[config.mk]
export PLATFORM = sky130hd
export DESIGN_NAME = pong_game_ctrl
export DESIGN_NICKNAME = d
export VERILOG_FILES = /design/src/rtl/pong_game_ctrl.sv
export SDC_FILE = /design/constraint.sdc
export NUM_CORES = 1
export LEC_CHECK = 0
export ABC_CLOCK_PERIOD_IN_PS = 3600
export BUFFER_PORTS_ARGS = -buffer_cell sky130_fd_sc_hd__buf_2
export CAP_MARGIN = 20
export CORE_ASPECT_RATIO = 0.9
export CORE_UTILIZATION = 25
export CTS_BUF_LIST = sky130_fd_sc_hd__clkbuf_8
export CTS_CLUSTER_SIZE = 24
export DETAILED_ROUTE_END_ITERATION = 8
export SLEW_MARGIN = 5
export SYNTH_ARGS = -nofsm -noshare
export SYNTH_HDL_FRONTEND = slang
export SYNTH_SLANG_ARGS = --single-unit
[constraint.sdc]
create_clock -name clk -period 3.6 [get_ports clk]
set_input_delay 0.18 -clock clk [delete_from_list [all_inputs] [get_ports clk]]
set_output_delay 0.18 -clock clk [all_outputs]
set_load 0.01 [all_outputs]
[src/rtl/pong_game_ctrl.sv]
// Match controller for the pong datapath: scores, serve/point/game-over sequencing,
// and the re-serve/pause handshake back to the ball stage.
module pong_game_ctrl #(
    parameter int SCORE_WIDTH = 4,
    parameter int WIN_SCORE   = 7,
    parameter int SERVE_DELAY = 60,
    parameter int POINT_DELAY = 30,
    parameter int DELAY_WIDTH = 8
) (
    input  logic                   clk,
    input  logic                   rst,
    input  logic                   frame_tick,
    input  logic                   start,
    input  logic                   pause_btn,
    input  logic [1:0]             win,
    output logic                   ball_rst,
    output logic                   ball_pause,
    output logic [SCORE_WIDTH-1:0] score_l,
    output logic [SCORE_WIDTH-1:0] score_r,
    output logic                   game_over,
    output logic [1:0]             winner,
    output logic [2:0]             state_dbg
);
    typedef enum logic [2:0] {
        IDLE   = 3'd0,
        SERVE  = 3'd1,
        PLAY   = 3'd2,
        PAUSED = 3'd3,
        POINT  = 3'd4,
        OVER   = 3'd5
    } state_t;

    localparam logic [DELAY_WIDTH-1:0] SD = DELAY_WIDTH'(SERVE_DELAY);
    localparam logic [DELAY_WIDTH-1:0] PD = DELAY_WIDTH'(POINT_DELAY);
    localparam logic [SCORE_WIDTH-1:0] WS = SCORE_WIDTH'(WIN_SCORE);

    state_t                 state;
    logic [DELAY_WIDTH-1:0] cnt;
    logic                   fresh;  // first clk in the current state

    always_ff @(posedge clk) begin
        state_t nxt;
        if (rst) begin
            state     <= IDLE;
            score_l   <= '0;
            score_r   <= '0;
            game_over <= 1'b0;
            winner    <= 2'b00;
            cnt       <= '0;
            fresh     <= 1'b1;
        end else begin
            nxt = state;
            case (state)
                IDLE: if (start) nxt = SERVE;
                // Never leave SERVE on its first clk so the ball stage sees rst for >= 2 clk;
                // a final tick landing on that clk leaves cnt == SD and exits next clk.
                SERVE: if (!fresh && ((frame_tick && cnt == SD - 1'b1) || cnt == SD)) nxt = PLAY;
                PLAY: begin
                    if (!fresh && win == 2'b10) begin
                        score_l <= score_l + 1'b1;
                        nxt = POINT;
                    end else if (!fresh && win == 2'b01) begin
                        score_r <= score_r + 1'b1;
                        nxt = POINT;
                    end else if (!fresh && win == 2'b11) begin
                        nxt = SERVE;
                    end else if (pause_btn) begin
                        nxt = PAUSED;
                    end
                end
                PAUSED: if (pause_btn) nxt = PLAY;
                POINT: if (frame_tick && cnt == PD - 1'b1) begin
                    if (score_l == WS) begin
                        winner    <= 2'b10;
                        game_over <= 1'b1;
                        nxt = OVER;
                    end else if (score_r == WS) begin
                        winner    <= 2'b01;
                        game_over <= 1'b1;
                        nxt = OVER;
                    end else begin
                        nxt = SERVE;
                    end
                end
                OVER: if (start) begin
                    score_l   <= '0;
                    score_r   <= '0;
                    game_over <= 1'b0;
                    winner    <= 2'b00;
                    nxt = SERVE;
                end
                default: nxt = IDLE;
            endcase
            // A tick coinciding with a transition belongs to the old state only.
            if (nxt != state) begin
                cnt   <= '0;
                fresh <= 1'b1;
            end else begin
                fresh <= 1'b0;
                if (frame_tick) cnt <= cnt + 1'b1;
            end
            state <= nxt;
        end
    end

    assign ball_rst   = (state == IDLE) || (state == SERVE) || (state == OVER);
    assign ball_pause = (state == IDLE) || (state == PAUSED) || (state == POINT) || (state == OVER);
    assign state_dbg  = state;
endmodule
* Yosys cells after proc, flatten, opt, wreduce, memory -nomap -nowiden *
Index checks and enable logic that the tools add are counted.

word-level totals
  output and inout bits = 16
  register bits = 23

operators by class
  add/sub/neg operators = 3
  reductions and logical operators = 21
  equality and inequality tests = 20
  mux-type cells = 29

operators by type and width
  operator               number
  $mux W3                11
  $eq A8 B6 Y1 const B   2
  $mux W4                4
  $pmux W4 S2            2
  $pmux W3 S5            1
  $ne A2 B2 Y1 const B   5
  $add A4 B1 Y4 const B  2
  $add A8 B1 Y8 const B  1
  $eq A4 B3 Y1 const B   2
  $eq A8 B5 Y1 const B   1
  $mux W2                4
  $reduce_and A4 Y1      2
  $eq A3 B2 Y1 const B   2
  $eq A3 B3 Y1 const B   2
  $logic_and A1 B1 Y1    6
  $logic_or A1 B1 Y1     6
  $mux W1                5
  $eq A2 B2 Y1 const B   2
  $pmux W2 S2            1
  $reduce_bool A2 Y1     2
  $reduce_or A2 Y1       2
  $eq A3 B1 Y1 const B   1
  $logic_not A3 Y1       1
  $ne A3 B3 Y1           1
  other kinds (5)        5

* Longest topological paths before layout *
  word-level depth = 9
  gate-level depth with buffers = 7
  depth with buffers taken out = 7

* Worst setup path before layout *
OpenSTA, ideal clock, no wires.

  kind = reg2reg
  from = register cnt[0]
  to = register winner[0]
  data required time = 3,533 ps
  setup slack = 1,361 ps
  path buffers = 0
  stages on the path, launching flop included = 7
  clock period less this slack = 2,239 ps
  arrival time = 2,172 ps
  cell sequence = dfxtp_1 ha_1 or4b_4 or4b_4 or3_4 or2_0 a21oi_2

between the ends
  word-level cells in the longest chain between the ends = 4

ends and longest elaborated chain
  item                         line  text
  start, declared              38    logic [DELAY_WIDTH-1:0] cnt;
  start signal, assigned       100   if (frame_tick) cnt <= cnt + 1'b1;
  $eq A8 B5 Y1                 72    POINT: if (frame_tick && cnt == PD - 1'b1) begin
  $logic_and A1 B1 Y1          72
  $ne A2 B2 Y1 (no line)       -
  $reduce_and A4 Y1 (no line)  -
  end signal, assigned         74    winner <= 2'b10;
  end signal, assigned         78    winner <= 2'b01;
  end signal, assigned         89    winner <= 2'b00;
  end, declared                21    output logic [1:0] winner,

Every way passes these cells.
A chain may end at the register's enable or synchronous reset.

* Final worst setup path *
  from = register state[2] (netlist: state_dbg[2])
  to = register score_r[3]

between the ends
  word-level cells in the longest chain between the ends = 3
  elaborated cells between the ends (all ways) = 8

ends and longest elaborated chain
  item                                                          line  text
  start, declared                                               37    state_t state;
  start signal, assigned                                        102   state <= nxt;
  $eq A3 B2 Y1 or $eq A3 B3 Y1 (tied branches)                  53    case (state)
  $ne A2 B2 Y1 (no line) or $reduce_bool A2 Y1 (tied branches)  -
  $reduce_and A4 Y1 (no line)                                   -
  end signal, assigned                                          63    score_r <= score_r + 1'b1;
  end, declared                                                 19    output logic [SCORE_WIDTH-1:0] score_r,

Several ways; a longest one is shown, not always the timed one.

==> flow_metrics.tcl <==
set metrics [dict create \
    status "complete, no violations" \
    synthFlopType "dfxtp_1" \
    setup_viol_count_final 0 \
    max_freq_mhz 404 \
    cts_setup_buffers 0 \
    rows 23 \
    cts_sinks 23 \
    power.share.clock_pct 34.2 \
    overflow 0 \
    cp-end-kind "flop" \
    met2_usage_pct 17.7 \
    grt_usage_pct 12.0 \
    portBuffers 22 \
    post-route-period-util_pct 68.8 \
    intPower_uw 351 \
    grt_setup_unrepaired "no" \
    slew-limit-headroom_pct 31.5 \
    synth_area_mm2 0.00124 \
    avgSynthCellArea_um2 8.52 \
    drv_cap 0 \
    clockBufferDepth 2 \
    p_switching_uw 112 \
    ys_types 41 \
    io_pins 23 \
    clkTransAtPathRegs_ns 0.08 \
    path_cells "or3b_2 > o41ai_1 > nand4_1 > xnor2_1 > nor2_1" \
    vias_per_cell 4.68 \
    synthCells 146 \
    postRouteAntennaNets 0 \
    drt_pass1_iterations 4 \
    grt_pass1_wl_um 4870 \
    wirelength_um 2700 \
    vdd_drop_max_mv 0.119 \
    final_common_cell "dfxtp_1" \
    drv_slew 0 \
    min_path_type "in -> reg" \
    synth_fa_ha_area_share_pct 5.03 \
    nNetsFinal 180 \
    cts_tree "built" \
    antennaDiodeCount 0 \
    fin_util_pct 31.7 \
    crit_type "reg -> reg" \
    hpwl_um 1990 \
    fillers 527 \
    yosys_register_bits 23 \
    critPathMaxStageDelay_ns 0.85 \
    drt_iter0_drc 61 \
    wl_per_cell_um 11.8 \
    async_flop_share_pct 0 \
    drc 0 \
    finalHoldViolations 0 \
    yosysSeqAreaShare_pct 37.0 \
    synthXorXnorAreaFrac_pct 9.15 \
    pwr_density_cell_mw_per_mm2 317 \
    crit_family "simple AND/OR/NAND/NOR gates" \
    crit_buf_inv 0 \
    seqPwrFrac_pct 57.1 \
    synth_compound_area_share_pct 14.6 \
    start_kind "flop" \
    place.gp.congestion 0.852 \
    final_cell_mix "dfxtp_1 (23), buf_2 (22), nor2_1 (20)" \
    reg2reg_slack_ns 1.12 \
    synth_simple_gate_area_share_pct 27.8 \
    cts_made_buffers 3 \
    worst_pin_slew_ns 1.01 \
    holdBufCountCts 0 \
    swShare_pct 24.2 \
    whs_ns 0.192 \
    arrival_ns 2.63 \
    vias 1072 \
    dieArea_mm2 0.00526 \
    leakage_uw 0.000576 \
    syn-num-nets 158 \
    required_ns 3.75 \
    combPwrFrac_pct 8.7 \
    crit_fanout 15 \
    gr-usage-met3_pct 3.29 \
    top_usage_layer "met2" \
    period_needed_ns 2.48 \
    finClkSkew_ns 0.00796 \
    syn2layout_area_growth_pct 17.5 \
    core_mm2 0.00460 \
    setup_tns_ns 0 \
    die_y_um 68.9 \
    die_x_um 76.3 \
    insertion_delay_ns 0.26 \
    synth.mux.area_fraction_pct 1.61 \
    synth_top_family_by_area "simple AND/OR/NAND/NOR gates" \
    cts.root.buffer_cell "clkbuf_8" \
    cp_slowest_cell "o41ai_1" \
    synth-edff-count 0 \
    start_util_pct 27.0 \
    cts_resized 0 \
    htreeDepth 1 \
    grt_max_degree 16 \
    use_met1_pct 15.8 \
    grt_pass1_vias 1067 \
    antenna_found_initial 0 \
    drive_gt1_share_pct 21.6 \
    yosys_warnings 0 \
]
[cells by family after synthesis]
kind of cell	count (synthesis)
AND/OR/NAND/NOR	61
AO/OA/AOI/OAI	26
flip-flops	23
buffers and inverters	16
XOR/XNOR	13
adder cells (fa/ha/maj)	5
multiplexers	2
[sequential cells by signal, summed over array words and instances, names as in the netlist]
name       flops
score_l        4
score_r        4
cnt            8
game_over      1
state_dbg      3
fresh          1
winner         2
[layer usage]
metal	vias up	wire [um]	share of wire [%]
met5	-	0	0
met4	0	60	2.2
met3	6	135	5.0
met2	28	1060	39
met1	480	1440	53
li1	558	-	-
[Yosys cell counts (all sizes together) (3+ instances only)]
library cell	n	share of area, %
inv	10	3.0
nand4	6	3.0
nor2	20	6.0
clkbuf	5	1.5
nand3	4	1.6
xnor2	7	4.9
ha	5	5.0
a21oi	8	3.5
nand2	9	2.7
xor2	6	4.2
dfxtp	23	37
or4b	4	3.8
o21ai	5	2.0
a211oi	3	1.8
[power groups by stage]
stage	logic [uW]	registers [uW]	clock network [uW]
after CTS	40.7	265	164
after detailed placement	40.4	271	0
after global placement	40.1	271	0
after global routing	45.5	266	174
after floorplan	29.6	268	0
final	40.2	265	159
[stage by stage]
stage	total power (uW)	setup slack [ns]	cell area (um^2)	instances
final	464	1.12	1460	229
after global routing	486	0.881	1460	229
after CTS	469	1.18	1460	229
after detailed placement	311	1.19	1420	225
after global placement	311	1.24	1420	225
after floorplan	298	1.36	1240	146
[path summary, 6_finish.rpt]
kind	start	end	cells past startpoint
setup reg to reg	state_dbg[2]$_SDFF_PP0_	score_r[3]$_SDFFE_PP0P_	5
hold / removal	rst	winner[0]$_SDFFE_PP0P_	2
setup / recovery	state_dbg[2]$_SDFF_PP0_	score_r[3]$_SDFFE_PP0P_	5
hold reg to reg	game_over$_SDFFE_PP0P_	game_over$_SDFFE_PP0P_	2
[final cells by class]
class | instances | area, um^2 | share of cell area [%]
Inverter | 10 | 37.5 | 2.57
Clock inverter | 1 | 3.75 | 0.257
Timing Repair Buffer | 23 | 118 | 8.05
Sequential cell | 23 | 460 | 31.5
Multi-Input combinational cell | 107 | 723 | 49.5
Tap cell | 62 | 77.6 | 5.31
Clock buffer | 3 | 41.3 | 2.83
(Power assumes the default switching activity.)
